### src/rtl/level_pkg.sv
// level_pkg: state encoding and default widths shared by the level sequencer
package level_pkg;

    typedef enum logic [2:0] {IDLE, SPAWN, PLAY, PAUSE, WON} state_t;

    localparam int N_ENEMIES_DEF    = 5;
    localparam int LEVEL_W_DEF      = 4;
    localparam int MAX_LEVEL_DEF    = 9;
    localparam int PAUSE_CYCLES_DEF = 100000;
    localparam int CNT_W_DEF        = 17;

endpackage

### src/rtl/level_pause_timer.sv
// level_pause_timer: inter-level pause counter, counts 0..PAUSE_CYCLES-1 while enabled
// Ports: pclk/rst clock and sync reset; clr zeroes the count; en advances it;
//        done is high on the last enabled count.
module level_pause_timer
    import level_pkg::*;
#(
    parameter int CNT_W        = CNT_W_DEF,
    parameter int PAUSE_CYCLES = PAUSE_CYCLES_DEF
) (
    input  logic pclk,
    input  logic rst,
    input  logic clr,
    input  logic en,
    output logic done
);

    logic [CNT_W-1:0] cnt;

    assign done = en && cnt == CNT_W'(PAUSE_CYCLES - 1);

    always_ff @(posedge pclk) begin
        if (rst || clr)
            cnt <= '0;
        else if (en)
            cnt <= done ? '0 : cnt + CNT_W'(1);
    end

endmodule

### src/rtl/level_ctrl.sv
// level_ctrl: level sequencer that advances on cleared waves, pauses, then requests a new wave
// Ports: pclk/rst clock and sync active-high reset; start begins a game from IDLE;
//        restart returns to level 1; alive per-enemy flags; spawn_ack accepts spawn_req;
//        level/level_up/playing/game_won feed the HUD. Optional LEVEL_SKIP_EN macro adds
//        a skip input that clears the current wave immediately.
module level_ctrl
    import level_pkg::*;
#(
    parameter int N_ENEMIES    = N_ENEMIES_DEF,
    parameter int LEVEL_W      = LEVEL_W_DEF,
    parameter int MAX_LEVEL    = MAX_LEVEL_DEF,
    parameter int PAUSE_CYCLES = PAUSE_CYCLES_DEF,
    parameter int CNT_W        = CNT_W_DEF
) (
    input  logic                 pclk,
    input  logic                 rst,
    input  logic                 start,
    input  logic                 restart,
    input  logic [N_ENEMIES-1:0] alive,
    input  logic                 spawn_ack,
`ifdef LEVEL_SKIP_EN
    input  logic                 skip,
`endif
    output logic [LEVEL_W-1:0]   level,
    output logic                 level_up,
    output logic                 spawn_req,
    output logic                 playing,
    output logic                 game_won
);

    state_t state;
    logic   zero_seen;
    logic   all_zero;
    logic   wave_clear;
    logic   hit_max;
    logic   pause_done;

    assign all_zero = alive == '0;
    assign hit_max  = level == LEVEL_W'(MAX_LEVEL);

    // Two consecutive all-zero samples filter out glitches while the spawner loads.
`ifdef LEVEL_SKIP_EN
    assign wave_clear = (all_zero && zero_seen) || skip;
`else
    assign wave_clear = all_zero && zero_seen;
`endif

    // Held in clear outside PAUSE, so every PAUSE entry starts from zero.
    level_pause_timer #(
        .CNT_W       (CNT_W),
        .PAUSE_CYCLES(PAUSE_CYCLES)
    ) u_timer (
        .pclk(pclk),
        .rst (rst),
        .clr (state != PAUSE),
        .en  (state == PAUSE),
        .done(pause_done)
    );

    always_ff @(posedge pclk) begin
        if (rst) begin
            state     <= IDLE;
            level     <= LEVEL_W'(1);
            level_up  <= 1'b0;
            spawn_req <= 1'b0;
            playing   <= 1'b0;
            game_won  <= 1'b0;
            zero_seen <= 1'b0;
        end else begin
            level_up <= 1'b0;
            if (state != IDLE && restart) begin
                state     <= SPAWN;
                level     <= LEVEL_W'(1);
                spawn_req <= 1'b1;
                playing   <= 1'b0;
                game_won  <= 1'b0;
                zero_seen <= 1'b0;
            end else begin
                case (state)
                    IDLE: if (start) begin
                        state     <= SPAWN;
                        spawn_req <= 1'b1;
                    end
                    SPAWN: if (spawn_ack) begin
                        state     <= PLAY;
                        spawn_req <= 1'b0;
                        playing   <= 1'b1;
                        zero_seen <= 1'b0;
                    end
                    PLAY: begin
                        zero_seen <= all_zero;
                        if (wave_clear) begin
                            playing <= 1'b0;
                            if (hit_max) begin
                                state    <= WON;
                                game_won <= 1'b1;
                            end else begin
                                state    <= PAUSE;
                                level    <= level + LEVEL_W'(1);
                                level_up <= 1'b1;
                            end
                        end
                    end
                    PAUSE: if (pause_done) begin
                        state     <= SPAWN;
                        spawn_req <= 1'b1;
                    end
                    default: ;
                endcase
            end
        end
    end

endmodule

### config.mk
export PLATFORM = sky130hd
export DESIGN_NAME = level_ctrl
export DESIGN_NICKNAME = d
export VERILOG_FILES = /design/src/rtl/level_pkg.sv /design/src/rtl/level_pause_timer.sv /design/src/rtl/level_ctrl.sv
export SDC_FILE = /design/constraint.sdc
export NUM_CORES = 1
export LEC_CHECK = 0
export CAP_MARGIN = 30
export CORE_MARGIN = 8
export CORE_UTILIZATION = 30
export CTS_CLUSTER_SIZE = 8
export DETAILED_ROUTE_END_ITERATION = 16
export GPL_ROUTABILITY_DRIVEN = 0
export PLACE_DENSITY_LB_ADDON = 0.1
export SYNTH_ARGS = -nofsm -noshare
export SYNTH_HDL_FRONTEND = slang
export SYNTH_SLANG_ARGS = --single-unit
### constraint.sdc
create_clock -name pclk -period 2.8 [get_ports pclk]
set_input_delay 0.84 -clock pclk [delete_from_list [all_inputs] [get_ports pclk]]
set_output_delay 0.84 -clock pclk [all_outputs]
set_load 0.1 [all_outputs]
==> qor.csv, run 1 <==
stage,metric,value,unit
outcome,status,"finished, final reports clean",
floorplanning,initial core utilization,0.3077,
synth,asr flop ratio synth,0,
worst_setup_path,"Max FO, Critical Path",8,
synth,Post-synth EDFFs,0,
job,max cap viols,0,
power,P_sw,0.2315,mW
timing,minimum clock period,2.285,ns
worst_hold_path,hold crit path type,reg2reg,
clock_network,post-CTS sizing,0,
clock_network,Clock transition at path regs,0.06,ns
layout,final core utilization,0.3707,
detailed_routing,Routed WL per cell,13.60,µm
detailed_routing,residual DRC count,0,
power,VDD IR max,0.1967,mV
clock_network,CTS HTree Levels,2,
placed_design,DP HPWL,2383,µm
detailed_routing,Iter 0 DRT Violations,54,
synth,predominant post-synthesis flop cell,dfxtp_1,
timing,setup ws final,0.5153,ns
timing,Tightest Pin Transition,0.4261,ns
worst_hold_path,Hold EP,u_timer.cnt[0]$_SDFFE_PP0N_,
layout,n_diodes,0,
clock_network,# clock sinks,29,
floorplanning,CORE AREA,4692,µm²
worst_setup_path,terminus of the critical flop-to-flop path,u_timer.cnt[16]$_SDFFE_PP0N_,
global_routing,Overall Global Routing Usage,0.09751,
floorplanning,Die ar.,7289,µm²
clock_network,Post-CTS Setup Bufs,0,
clock_network,"Clk Latency, worst-skew pair",0.28,ns
timing,Fin Setup TNS,0,ns
timing,Max-slew headroom,0.7153,
timing,# setup viols final,0,
worst_setup_path,WP buf/inv,2,
layout,share of cells above drive strength 1,0.1474,
detailed_routing,Vias/cell,5.176,
synth,cell area after synthesis,1444,µm²
layout,NumNets Final,202,
placed_design,placed insts,236,
timing,Hold Fails Final Rpt,0,
worst_setup_path,cell family with most CP delay,simple AND/OR/NAND/NOR gates,
placed_design,DP Worst Slack,0.2255,ns
power,Clock Power Share,0.384,
synth,Synth cell types,39,
timing,RSZ-0062 raised after global routing,false,
timing,Fmax,437.7,MHz
detailed_routing,DRT antenna net count,0,
timing,Final Max Tran Viols,0,
synth,Syn Area/Cell,8.595,µm²
floorplanning,I/O pins,18,
worst_setup_path,Critical Path AT,2.50,ns
worst_setup_path,max incr delay on CP,0.43,ns
worst_setup_path,CP Cell Sequence,"clkdlybuf4s50_1, nor4_1, buf_4, nand4_1, or3_1, a21oi_1",
power,sw frac,0.2689,
worst_setup_path,Reg2Reg Depth,4,
clock_network,clock root cell,clkbuf_8,
synth,Synthesized Nets,181,
detailed_routing,WL final,3318,µm
global_routing,largest net degree at the start of global routing,18,
timing,Worst Skew,0.003970,ns
clock_network,hold_buf cts,0,
detailed_routing,drt pass-1 iters,4,
floorplanning,die width,85.38,µm
worst_setup_path,r2r setup slk,0.74,ns
layout,"commonest non-fill, non-tap cell in the layout",dfxtp_1,
worst_setup_path,critical path class,in2reg,
synth,synthesized flop and latch total,29,
timing,worst-case hold slack,0.4692,ns
worst_setup_path,Worst R2R Start,state[0]$_SDFFE_PP0P_,
power,Leakage,0.5635,nW
clock_network,Max Buffers Root-to-Sink,2,
placed_design,Port Buf Inserts,17,
floorplanning,Rows,25,
clock_network,CTS tree,done,
clock_network,Num CTS Buffers,5,
worst_setup_path,WP data required,3.01,ns
synth,"Seq/Total Area, Yosys",0.4021,
power,internal power,0.6295,mW
layout,Final Non-Filler Cells,244,
worst_setup_path,Worst setup EP type,flip-flop,
timing,Final period util,0.8160,
layout,Syn-to-layout area delta,20.45,%
worst_setup_path,critical path startpoint category,input pin,
synth,Post-Synthesis Cells,168,
worst_hold_path,Hold Path Depth,1,
global_routing,initial antenna violation count,0,
worst_hold_path,Hold Crit Start,u_timer.cnt[0]$_SDFFE_PP0N_,
layout,most frequent cells in the layout,"dfxtp_1 (29), nor2_1 (24), buf_4 (11), xnor2_1 (10)",
power,Comb power frac,0.112,
worst_setup_path,CP max-delay cell,or3_1,
floorplanning,die span in y,85.38,µm
detailed_routing,DR vias,1263,
global_routing,total grt overflow,0,
synth,Yosys warnings,0,
power,part of the power in registers,0.504,
global_routing,first-pass GRT wire length,5754,µm
global_routing,vias in the first global route,1261,
power,PD cells,495.0,nW/µm²
## layer usage
layer / share of wire / global-route usage / wire, µm
met1: 0.51 / 0.1096 / 1687
met2: 0.44 / 0.1563 / 1447
met3: 0.038 / 0.03378 / 126
met4: 0.017 / 0.05732 / 56
met5: 0 / 0 / 0
## state kept, by name, summed over array words and instances, names as in the netlist
| signal | cells |
|---|---|
| game_won | 1 |
| playing | 1 |
| u_timer.cnt | 17 |
| level_up | 1 |
| zero_seen | 1 |
| level | 4 |
| spawn_req | 1 |
| state | 3 |
## layout make-up
| cell class | count | area (µm²) |
|---|---|---|
| repair buffers | 20 | 172.7 |
| flip-flops and latches | 29 | 580.6 |
| clock buffers | 6 | 72.57 |
| multi-input cells | 124 | 802.0 |
| clock inverters | 2 | 10.01 |
| inverters | 9 | 33.78 |
| fillers | 490 | 2953 |
| well taps | 54 | 67.56 |
## how the worst max path moves through the flow
stage               depth (start not counted)                   from                     to  slack [ns]
global placement                            6               alive[0]  state[1]$_SDFFE_PP0P_        0.27
CTS                                         6               alive[0]  level[3]$_SDFFE_PP0P_        0.53
floorplan                                   5  level[0]$_SDFFE_PP1P_  state[1]$_SDFFE_PP0P_        0.44
finish                                      6               alive[0]  level[3]$_SDFFE_PP0P_        0.52
detailed placement                          6               alive[0]  level[3]$_SDFFE_PP0P_        0.23
global route                                6               alive[0]  level[2]$_SDFFE_PP0P_        0.41
## power by group through the flow
stage,logic [mW],registers [mW],clock network [mW]
6_report,0.0963,0.434,0.331
5_1_grt,0.105,0.436,0.361
4_1_cts,0.0969,0.434,0.344
3_5_place_dp,0.0967,0.443,0
3_3_place_gp,0.0965,0.443,0
2_1_floorplan,0.0440,0.465,0
## per-stage QoR
step / total power, mW / instance area, µm²
6_report: 0.8610 / 1739
3_5_place_dp: 0.5397 / 1657
2_1_floorplan: 0.5092 / 1444
5_1_grt: 0.9018 / 1739
4_1_cts: 0.8750 / 1739
3_3_place_gp: 0.5391 / 1657
## kinds of logic after synthesis
| kind of cell | count (synthesis) | share of synthesized area |
|---|---|---|
| AOI/OAI and AO/OA | 25 | 0.1109 |
| xor gates and xnor gates | 14 | 0.08492 |
| adders and majority gates | 3 | 0.02600 |
| buffers and inverters | 15 | 0.04246 |
| DFF | 29 | 0.4021 |
| and+or+nand+nor | 82 | 0.3336 |
## worst register-to-register path: stages (launching register included)
cell	delay [ns]
dfxtp_1	0.55
nand4b_1	0.38
or3_4	0.46
or4_1	0.47
a21oi_1	0.14
## synthesized netlist by cell type (2+ instances only)
cell type	n	area, µm²
nand4_1	8	50.05
inv_1	9	33.78
dfxtp_1	29	580.6
a31oi_1	4	25.02
or4_1	2	15.01
o31ai_1	3	22.52
nand3b_1	2	15.01
ha_1	3	37.54
nor2b_1	2	12.51
nor4_1	9	56.30
o21ai_0	4	20.02
or2_2	4	25.02
xor2_1	4	35.03
or3_1	3	18.77
clkbuf_1	2	7.510
nor2_1	24	90.09
buf_2	4	20.02
a21oi_1	8	40.04
nand2_1	9	33.78
nand2b_1	2	12.51
xnor2_1	10	87.58
and3b_1	2	17.52
nand3_1	5	25.02
Note: power is estimated with default switching activity, not from simulation.
==> inputs of run 2 (changes only) <==
==> constraint.sdc (replaced) <==
create_clock -name pclk -period 1.9 [get_ports pclk]
set_input_delay 0.57 -clock pclk [delete_from_list [all_inputs] [get_ports pclk]]
set_output_delay 0.57 -clock pclk [all_outputs]
set_load 0.1 [all_outputs]
==> run 2 against run 1 <==
Register-to-register slack worse by 0.63 ns; count of clock-buffer cells in the layout is 1 lower; sequential share of layout area is 5.0 points lower; die area stayed put; routed wire length is 3.9% higher; non-clock buffer count is 17 higher; design area is 19% higher; highest routed layer unchanged.
==> qor.csv, run 2 (synthesis results as in run 1) <==
stage,metric,value,unit
timing,RSZ-0062 raised after global routing,false,
floorplanning,I/O pins,18,
timing,Hold Fails Final Rpt,0,
job,max cap viols,0,
placed_design,Port Buf Inserts,17,
floorplanning,die span in y,85.38,µm
floorplanning,Rows,25,
global_routing,total grt overflow,0,
worst_setup_path,Worst setup EP type,flip-flop,
floorplanning,initial core utilization,0.3077,
detailed_routing,DR vias,1315,
power,Leakage,0.7450,nW
detailed_routing,Vias/cell,5.038,
global_routing,vias in the first global route,1371,
clock_network,clock root cell,clkbuf_8,
timing,Fin Setup TNS,0,ns
floorplanning,die width,85.38,µm
floorplanning,Die ar.,7289,µm²
worst_setup_path,WP data required,2.12,ns
detailed_routing,Iter 0 DRT Violations,58,
timing,Final Max Tran Viols,0,
timing,Fmax,559.0,MHz
clock_network,Clock transition at path regs,0.07,ns
global_routing,Overall Global Routing Usage,0.1031,
global_routing,initial antenna violation count,0,
layout,Filler cells,461,
worst_setup_path,critical path startpoint category,flip-flop,
detailed_routing,DRT antenna net count,0,
layout,n_diodes,0,
power,VDD IR max,0.4225,mV
detailed_routing,drt pass-1 iters,4,
detailed_routing,residual DRC count,0,
detailed_routing,Routed WL per cell,13.21,µm
timing,Worst Skew,0.007140,ns
layout,max FFs per register,17,
global_routing,largest net degree at the start of global routing,18,
worst_setup_path,critical path class,reg2reg,
clock_network,Max Buffers Root-to-Sink,2,
clock_network,CTS tree,done,
power,PD cells,775.0,nW/µm²
clock_network,Num CTS Buffers,5,
timing,# setup viols final,0,
layout,"commonest non-fill, non-tap cell in the layout",dfxtp_1,
layout,NumNets Final,219,
outcome,status,"finished, final reports clean",
worst_hold_path,hold crit path type,reg2reg,
floorplanning,CORE AREA,4692,µm²
timing,setup ws final,0.1110,ns
detailed_routing,WL final,3447,µm
placed_design,DP HPWL,2556,µm
worst_setup_path,"Max FO, Critical Path",4,
timing,Max-slew headroom,0.7405,
layout,Syn-to-layout area delta,42.81,%
timing,Tightest Pin Transition,0.3857,ns
layout,share of cells above drive strength 1,0.2512,
layout,most flop-heavy register,u_timer.cnt,
clock_network,"Clk Latency, worst-skew pair",0.28,ns
timing,worst-case hold slack,0.4859,ns
worst_setup_path,Critical Path AT,2.01,ns
layout,Top Registers,"u_timer.cnt x17, level x4, state x3",
global_routing,first-pass GRT wire length,6044,µm
layout,register area,585.6,µm²
placed_design,DP Worst Slack,-0.3645,ns
timing,Final period util,0.9416,
worst_setup_path,r2r setup slk,0.11,ns
layout,most frequent cells in the layout,"dfxtp_1 (25), nor2_1 (24), buf_4 (19), xnor2_1 (10)",
timing,minimum clock period,1.789,ns
layout,area of the multi-input gates,820.8,µm²
clock_network,CTS HTree Levels,2,
power,Final Total Pwr,1.598,mW
clock_network,# clock sinks,29,
[run 2: timing repair]
item                                    in CTS  in global routing
gates resized for setup                      3                  5
pin swaps                                    3                  5
endpoints found under the setup margin       1                  7
hold buffers                                 0                  0
buffers inserted                             1                  0
[run 2: path summary, 6_finish.rpt]
| path | start | endpoint | depth (start not counted) |
|---|---|---|---|
| max | u_timer.cnt[1]$_SDFFE_PP0N_ | u_timer.cnt[16]$_SDFFE_PP0N_ | 5 |
| min | u_timer.cnt[16]$_SDFFE_PP0N_ | u_timer.cnt[16]$_SDFFE_PP0N_ | 2 |
| max reg2reg | u_timer.cnt[1]$_SDFFE_PP0N_ | u_timer.cnt[16]$_SDFFE_PP0N_ | 5 |
| min reg2reg | u_timer.cnt[16]$_SDFFE_PP0N_ | u_timer.cnt[16]$_SDFFE_PP0N_ | 2 |
[run 2: per-stage QoR]
| stage | cell area [µm²] | utilization | cells |
|---|---|---|---|
| floorplan | 1449 | - | 168 |
| global placement | 1894 | 0.4037 | 252 |
| detailed placement | 1894 | 0.4037 | 252 |
| CTS | 2051 | 0.4371 | 261 |
| global route | 2062 | 0.4395 | 261 |
| finish | 2062 | 0.4395 | 261 |
[run 2: where the power goes]
group          switching (mW)  internal, mW
Combinational           0.101        0.0864
Clock                   0.251         0.521
Sequential             0.0184         0.620
Total                   0.371          1.23
[run 2: worst max-delay path, stage by stage, from the launching register on]
cell	delay (ns)
dfxtp_1	0.36
ha_1	0.25
nand2_1	0.10
or3_4	0.40
or4_1	0.48
a21oi_1	0.14
[run 2: routing by layer]
layer	share of wire	vias up	wire [µm]	GRT usage
met1	0.47	608	1632	0.1145
met3	0.047	8	161	0.03861
met5	0	-	0	0
met4	0.015	0	52	0.04618
met2	0.46	22	1601	0.1712
li1	-	677	-	-
[run 2: layout make-up]
| cell class | instances | area share |
|---|---|---|
| multi-input cells | 124 | 0.3981 |
| flip-flops and latches | 29 | 0.2840 |
| repair buffers | 37 | 0.2039 |
| inverters | 9 | 0.01638 |
| clock inverters | 3 | 0.03155 |
| clock buffers | 5 | 0.03337 |
| well taps | 54 | 0.03277 |
